`src/rtl/voice_sequencer.sv`:
```
// voice_sequencer: per-sample-frame voice allocator and combiner handshake for the two-voice synth.
// Optional feature: define VOICE_SEQ_MUTE_ON_TIMEOUT_EN to emit a midscale sample when the combiner times out.
module voice_sequencer #(
  parameter int NUM_KEYS   = 13,
  parameter int SAMPLE_DIV = 8,
  parameter int TIMEOUT    = 3,
  localparam int NW = (NUM_KEYS > 1) ? $clog2(NUM_KEYS) : 1
) (
  input  logic                clk,
  input  logic                n_rst,
  input  logic [NUM_KEYS-1:0] keys,
  input  logic                comb_ready,
  input  logic [7:0]          comb_waveform,
  output logic                start1,
  output logic                start2,
  output logic [NW-1:0]       note1,
  output logic [NW-1:0]       note2,
  output logic                multi,
  output logic [7:0]          sample,
  output logic                sample_valid,
  output logic                timeout_err
);

  localparam int CW = $clog2(SAMPLE_DIV);
  localparam int WW = $clog2(TIMEOUT + 1);
  localparam logic [7:0] MIDSCALE = 8'h80;

  typedef enum logic [1:0] {S_IDLE, S_START, S_WAIT, S_OUT} state_e;

  state_e        state_q, state_d;
  logic [CW-1:0] cnt_q, cnt_d;
  logic [WW-1:0] wait_q, wait_d;
  logic          start1_q, start1_d;
  logic          start2_q, start2_d;
  logic [NW-1:0] note1_q, note1_d;
  logic [NW-1:0] note2_q, note2_d;
  logic          multi_q, multi_d;
  logic [7:0]    sample_q, sample_d;
  logic          valid_q, valid_d;
  logic          terr_q, terr_d;

  logic          tick;
  logic          any_key;
  logic [NW-1:0] lo_idx, hi_idx;

  assign tick    = (cnt_q == CW'(SAMPLE_DIV - 1));
  assign any_key = |keys;
  assign cnt_d   = tick ? '0 : cnt_q + 1'b1;

  // Lowest set key wins the descending scan, highest set key wins the ascending one.
  always_comb begin
    lo_idx = '0;
    hi_idx = '0;
    for (int i = NUM_KEYS - 1; i >= 0; i--) begin
      if (keys[i]) lo_idx = NW'(i);
    end
    for (int i = 0; i < NUM_KEYS; i++) begin
      if (keys[i]) hi_idx = NW'(i);
    end
  end

  always_comb begin
    // NOTE: every signal gets a default before the case so no path leaves one unassigned (no latches).
    state_d  = state_q;
    wait_d   = wait_q;
    start1_d = 1'b0;
    start2_d = 1'b0;
    note1_d  = note1_q;
    note2_d  = note2_q;
    multi_d  = multi_q;
    sample_d = sample_q;
    valid_d  = 1'b0;
    terr_d   = 1'b0;

    unique case (state_q)
      S_IDLE: begin
        if (tick) begin
          if (any_key) begin
            note1_d  = lo_idx;
            note2_d  = hi_idx;
            multi_d  = (lo_idx != hi_idx);
            start1_d = 1'b1;
            start2_d = (lo_idx != hi_idx);
            state_d  = S_START;
          end else begin
            sample_d = MIDSCALE;
            valid_d  = 1'b1;
            multi_d  = 1'b0;
          end
        end
      end
      S_START: begin
        wait_d  = '0;
        state_d = S_WAIT;
      end
      S_WAIT: begin
        // A ready arriving on the last allowed cycle still beats the timeout.
        if (comb_ready) begin
          sample_d = comb_waveform;
          valid_d  = 1'b1;
          state_d  = S_OUT;
        end else begin
          wait_d = wait_q + 1'b1;
          if (wait_q == WW'(TIMEOUT - 1)) begin
            terr_d  = 1'b1;
            state_d = S_IDLE;
`ifdef VOICE_SEQ_MUTE_ON_TIMEOUT_EN
            sample_d = MIDSCALE;
            valid_d  = 1'b1;
`endif
          end
        end
      end
      S_OUT: begin
        state_d = S_IDLE;
      end
      default: state_d = S_IDLE;
    endcase
  end

  // NOTE: sequential state uses non-blocking assignments so every flop samples pre-edge values.
  always_ff @(posedge clk or negedge n_rst) begin
    if (!n_rst) begin
      state_q  <= S_IDLE;
      cnt_q    <= '0;
      wait_q   <= '0;
      start1_q <= 1'b0;
      start2_q <= 1'b0;
      note1_q  <= '0;
      note2_q  <= '0;
      multi_q  <= 1'b0;
      sample_q <= MIDSCALE;
      valid_q  <= 1'b0;
      terr_q   <= 1'b0;
    end else begin
      state_q  <= state_d;
      cnt_q    <= cnt_d;
      wait_q   <= wait_d;
      start1_q <= start1_d;
      start2_q <= start2_d;
      note1_q  <= note1_d;
      note2_q  <= note2_d;
      multi_q  <= multi_d;
      sample_q <= sample_d;
      valid_q  <= valid_d;
      terr_q   <= terr_d;
    end
  end

  assign start1       = start1_q;
  assign start2       = start2_q;
  assign note1        = note1_q;
  assign note2        = note2_q;
  assign multi        = multi_q;
  assign sample       = sample_q;
  assign sample_valid = valid_q;
  assign timeout_err  = terr_q;

endmodule

```
`config.mk`:
```
export PLATFORM = sky130hd
export DESIGN_NAME = voice_sequencer
export DESIGN_NICKNAME = d
export VERILOG_FILES = /design/src/rtl/voice_sequencer.sv
export SDC_FILE = /design/constraint.sdc
export NUM_CORES = 1
export LEC_CHECK = 0
export BUFFER_PORTS_ARGS = -buffer_cell sky130_fd_sc_hd__buf_4
export CORE_AREA = 2 2 41 81
export DETAILED_ROUTE_END_ITERATION = 7
export DIE_AREA = 0 0 43 83
export PLACE_DENSITY_LB_ADDON = 0.1
export SLEW_MARGIN = 20
export SYNTH_ARGS = -nofsm -noshare
export SYNTH_HDL_FRONTEND = slang
export SYNTH_SLANG_ARGS = --single-unit
```
`constraint.sdc`:
```
create_clock -name clk -period 1.9 [get_ports clk]
set_input_delay 0.285 -clock clk [delete_from_list [all_inputs] [get_ports clk]]
set_output_delay 0.285 -clock clk [all_outputs]
set_load 0.005 [all_outputs]
```
==> run_results.csv, run 1 <==
group,metric,value,unit
timing,setup_viol,0,
cells_and_area,area_delta_synth_final,40.1,%
global_route,grt-ovfl-total,0,
power_and_ir_drop,p_total,0.00224,W
timing,relSlewSlack,0.571,
power_and_ir_drop,p_per_area,1140,nW/µm²
setup_path,required,2050,ps
die,initial_core_util,0.478,
logic_synthesis,postSynth.asyncResetShare,1.00,
cts,cts_tree,"yes",
logic_synthesis,yosysWarnings,0,
timing,fin_crit_sh,0.903,
cts,hold_buffers,1,
logic_synthesis,netlist_area,1410,µm²
cts,cts_setup_buffers,0,
drt,drtIter0Drc,19,
logic_synthesis,synth_commonest_cells,"27 x dfrtp_1, 18 x nor2_1, 17 x inv_1, 17 x o21ai_0",
global_route,grt_pass1_vias,1360,
global_route,grt_max_degree,29,
timing,hold_violations,0,
cells_and_area,n_antenna_cell,0,
cts,cts.clk_slew.worst_paths,90,ps
global_route,grt_util_met1,0.197,
logic_synthesis,synth.area.top_cells,"dfrtp_1 48%, o21ai_0 6.0%, nor2_1 4.8%",
logic_synthesis,synth_edf_count,0,
logic_synthesis,ys_ff_latch,28,
setup_path,crit_arrival,1860,ps
logic_synthesis,syn_inst,145,
logic_synthesis,synthFlopType,"dfrtp_1",
drt,drt-total-wl,3.32,mm
global_route,grt_pass1_wl,5.81,mm
die,io_pins,45,
logic_synthesis,synth.distinct_cells,35,
global_route,use_met2,0.410,
logic_synthesis,synthXorXnorAreaFrac,0.00623,
setup_path,crit_type,"input port to register",
die,die_h,83,µm
global_route,antenna_found_initial,0,
cts,clock_latency,270,ps
cts,post_cts_resized,0,
logic_synthesis,ys_seq_area_frac,0.499,
die,rows,28,
drt,drt_first_pass_iters,4,
logic_synthesis,synth-simple-area-share,0.173,
die,die_x,43,µm
drt,drc,0,
cells_and_area,final_nets,235,
power_and_ir_drop,ir_drop,0.788,mV
drt,dr_total_vias,1321,
setup_path,endpoint_kind,"register",
drt,antenna_left,0,
logic_synthesis,synth_top_family_by_area,"compound AO/OA/AOI/OAI gates",
timing,drv_slew,0,
cts,cts_buffer_depth,2,
global_route,grt_usage,0.205,
global_route,met3_usage,0.0239,
logic_synthesis,synth_largest_type_area_fraction,0.480,
logic_synthesis,synth_top_cell_by_area,"dfrtp_1",
cts,cts_buffers,3,
setup_path,worstSetupStartpointType,"input port",
power_and_ir_drop,leakage,0.961,nW
setup_path,cp_max_fo,3,
worst_hold_path,hp-class,"input port to register",
place,place_congestion,0.800,
logic_synthesis,syn_avg_cell_area,9.70,µm²
global_route,busiest_layer,"met2",
cells_and_area,fillCellCount,256,
timing,finClkSkew,4.32,ps
timing,worst_pin_slew,627,ps
cts,cts.htree.levels,1,
timing,fmax,0.583,GHz
die,die_area,3570,µm²
cts,clkSinkCount,28,
place,dp_hpwl,2.72,mm
cells_and_area,drive_above_1_share,0.362,
die,coreArea,2940,µm²
drt,avgRoutedWirePerCell,14.0,µm
logic_synthesis,synthMuxAreaShare,0.0383,
outcome,status,"finished, final reports clean",
logic_synthesis,synthAdderAreaFrac,0.0267,
place,port_buffers,44,
timing,min_period,1720,ps
timing,setup_tns,0,ps
logic_synthesis,synth.most_common_cell,"dfrtp_1",
cts,cts-root-buf,"clkbuf_8",
logic_synthesis,synth_compound_area_frac,0.183,
logic_synthesis,syn_nets,172,
timing,rsz0062_at_grt,"false",
job,cap_violations,0,
drt,routed_via_density,5.57,
-- registers in the layout (all words and copies together) (netlist names) --
signal,cells
sample,8
note1,4
note2,4
cnt_q,3
state_q,2
wait_q,2
multi,1
sample_valid,1
start1,1
start2,1
timeout_err,1
-- critical path, cell delays in order --
cell,delay (ps)
buf_4,110
buf_4,130
nor2b_1,120
a2111oi_0,590
a221oi_1,240
xnor2_1,250
a41oi_1,140
-- power breakdown --
group          switching [W]  internal (W)
registers           0.000139      0.000815
logic               0.000353      0.000471
clock network       0.000179      0.000282
-- layout make-up --
cell class | count | area, µm² | share of cell area
flip-flops and latches | 28 | 702 | 0.356
multi-input cells | 94 | 601 | 0.305
repair buffers | 64 | 495 | 0.251
inverters | 17 | 63.8 | 0.0324
clock buffers | 3 | 41.3 | 0.0210
well taps | 30 | 37.5 | 0.0190
clock inverters | 1 | 30.0 | 0.0152
-- cells in the final DEF, fill, tap and decap left out, types with 2 or more instances in the layout --
cell and count:
a2111oi_0 2, buf_4 62, mux2i_1 2, nand3_1 6, or4_1 2, ha_1 3
dfrtp_1 27, a31oi_1 3, mux2_2 3, o21ai_0 17, inv_1 17, clkbuf_8 3
o21a_1 2, o311ai_0 2, a221oi_1 2, a211o_1 2, a21oi_1 5, nand2_1 6
nor2b_1 4, nor3b_1 3, nor2_1 18
-- cells by family (layout without fill, tap and decap cells) --
group | Yosys count | in the layout
flops | 28 | 28
simple gates | 45 | 45
xor+xnor | 1 | 1
mux | 5 | 5
buf+inv | 23 | 85
compound gates | 40 | 40
fa+ha+maj | 3 | 3
-- worst paths after layout --
kind                       startpoint     endpoint  slack, ps  cells after the start
setup / recovery              keys[5]        multi        180                      7
hold / removal             comb_ready  timeout_err        220                      2
setup reg to reg             cnt_q[0]     note2[0]        220                      5
hold reg to reg              cnt_q[0]     cnt_q[0]        440                      1
max in group asynchronous       n_rst    sample[7]       1140                      2
min in group asynchronous       n_rst    wait_q[1]        460                      2
-- metrics by stage --
| step | hold slack (ps) | instance area (µm²) | instances | worst slack, ps | util |
|---|---|---|---|---|---|
| global route | 210 | 1970 | 237 | 75.3 | 0.670 |
| detailed placement | 220 | 1890 | 232 | -87.5 | 0.642 |
| global placement | 210 | 1890 | 232 | -85.7 | 0.642 |
| floorplan | -10.6 | 1410 | 145 | 83.7 | - |
| CTS | 214 | 1970 | 237 | 204 | 0.670 |
| finish | 217 | 1970 | 237 | 184 | 0.670 |
-- metal layers --
metal | vias up | part of all wire | wire length, µm
met1 | 633 | 0.33 | 1100
met2 | 46 | 0.60 | 1980
li1 | 634 | - | -
met4 | 0 | 0.021 | 70
met3 | 8 | 0.050 | 167
met5 | - | 0 | 0
Power figures use the tool's default switching activity.
==> inputs of run 2 (changes only) <==
- BUFFER_PORTS_ARGS: -buffer_cell sky130_fd_sc_hd__buf_4 -> -buffer_cell sky130_fd_sc_hd__clkbuf_2
==> run_results.csv, run 2 (same netlist as run 1, synthesis figures left out) <==
group,metric,value,unit
outcome,status,"finished, final reports clean",
cts,cts_setup_buffers,0,
cells_and_area,fin_util,0.623,
timing,finClkSkew,5.06,ps
timing,setup_viol,0,
place,port_buffers,44,
global_route,grt_max_degree,29,
power_and_ir_drop,ir_drop,0.489,mV
place,place_area,1780,µm²
global_route,grt_pass1_vias,1274,
setup_path,cp_max_fo,8,
setup_path,crit_type,"register to register",
drt,drt_first_pass_iters,4,
die,die_h,83,µm
cells_and_area,drive_above_1_share,0.364,
cells_and_area,area_delta_synth_final,30.4,%
setup_path,required,2060,ps
cts,clock_latency,270,ps
cells_and_area,final_area,1830,µm²
cells_and_area,final_nets,234,
cells_and_area,n_antenna_cell,0,
drt,drtIter0Drc,17,
drt,avgRoutedWirePerCell,13.9,µm
cts,post_cts_resized,0,
die,coreArea,2940,µm²
cts,cts_buffer_depth,2,
cts,clkSinkCount,28,
cts,cts-root-buf,"clkbuf_8",
place,place_congestion,0.765,
power_and_ir_drop,leakage,0.920,nW
cells_and_area,layout_common_cells,"44 x clkbuf_2, 27 x dfrtp_1, 18 x nor2_1, 18 x buf_4",
cells_and_area,largest_reg_flops,8,
worst_hold_path,hp-class,"input port to async pin",
global_route,antenna_found_initial,0,
cells_and_area,final_common_cell,"clkbuf_2",
drt,drt-total-wl,3.29,mm
cells_and_area,fin_cells,236,
drt,dr_total_vias,1301,
power_and_ir_drop,p_per_area,1100,nW/µm²
place,dp_hpwl,2.70,mm
setup_path,crit_arrival,1850,ps
global_route,grt_pass1_wl,5.52,mm
global_route,grt-ovfl-total,0,
timing,setup_tns,0,ps
cts,cts_buffers,3,
die,io_pins,45,
setup_path,endpoint_kind,"register",
timing,fin_crit_sh,0.890,
setup_path,worstSetupStartpointType,"register",
job,cap_violations,0,
timing,worst_pin_slew,697,ps
cts,hold_buffers,0,
die,die_x,43,µm
drt,drc,0,
drt,routed_via_density,5.51,
die,die_area,3570,µm²
cts,cts.clk_slew.worst_paths,90,ps
timing,fin_hold_ws,38.8,ps
timing,rsz0062_at_grt,"false",
drt,antenna_left,0,
die,initial_core_util,0.478,
cts,cts.htree.levels,1,
die,rows,28,
timing,hold_violations,0,
timing,min_period,1690,ps
timing,relSlewSlack,0.535,
place,place_inst,232,
cts,cts_tree,"yes",
timing,fmax,0.592,GHz
timing,drv_slew,0,
global_route,grt_usage,0.199,
[run 2: cell types whose count changed in the layout (fill, tap and decap cells not counted)]
cell,change
buf_4,-44
bufinv_16,-1
clkbuf_2,+44
clkbuf_8,+1
dlygate4sd3_1,-1
[run 2: through the flow]
step	worst slack [ps]	total power (W)
after detailed placement	-61.8	0.00169
after global routing	82.9	0.00219
after floorplan	83.7	0.00134
after CTS	189	0.00205
after global placement	-20.8	0.00165
final	210	0.00202
[run 2: worst paths after layout]
kind | startpoint | endpoint | cells past startpoint | slack (ps)
setup / recovery | cnt_q[0] | note2[1] | 5 | 210
hold / removal | n_rst | timeout_err | 1 | 40
setup reg to reg | cnt_q[0] | note2[1] | 5 | 210
hold reg to reg | cnt_q[0] | cnt_q[0] | 1 | 440
max in group asynchronous | n_rst | cnt_q[0] | 1 | 1410
min in group clk | comb_waveform[7] | sample[7] | 3 | 200
[run 2: cell type report]
cell class	count	area, µm²
fillers	274	1110
flip-flops and latches	28	702
multi-input cells	94	601
repair buffers	63	375
inverters	17	63.8
clock buffers	4	55.1
well taps	30	37.5
[run 2: critical path, stage by stage (launching register included)]
cell	delay, ps
dfrtp_1	360
ha_1	150
ha_1	180
nand2_1	70
nor2_1	420
mux2_2	390
[run 2: power by group]
part | leakage, nW | switching, W | total [W] | internal, W
Sequential | 0.358 | 0.000131 | 0.000946 | 0.000815
Clock | 0.0288 | 0.000174 | 0.000360 | 0.000185
Combinational | 0.533 | 0.000350 | 0.000713 | 0.000363
[run 2: metal layers]
layer  GRT usage  vias up  part of all wire
li1            -      635                 -
met1       0.201      609              0.35
met2       0.383       47              0.57
met3      0.0130       10             0.040
met4      0.0964        0             0.037
met5           0        -                 0
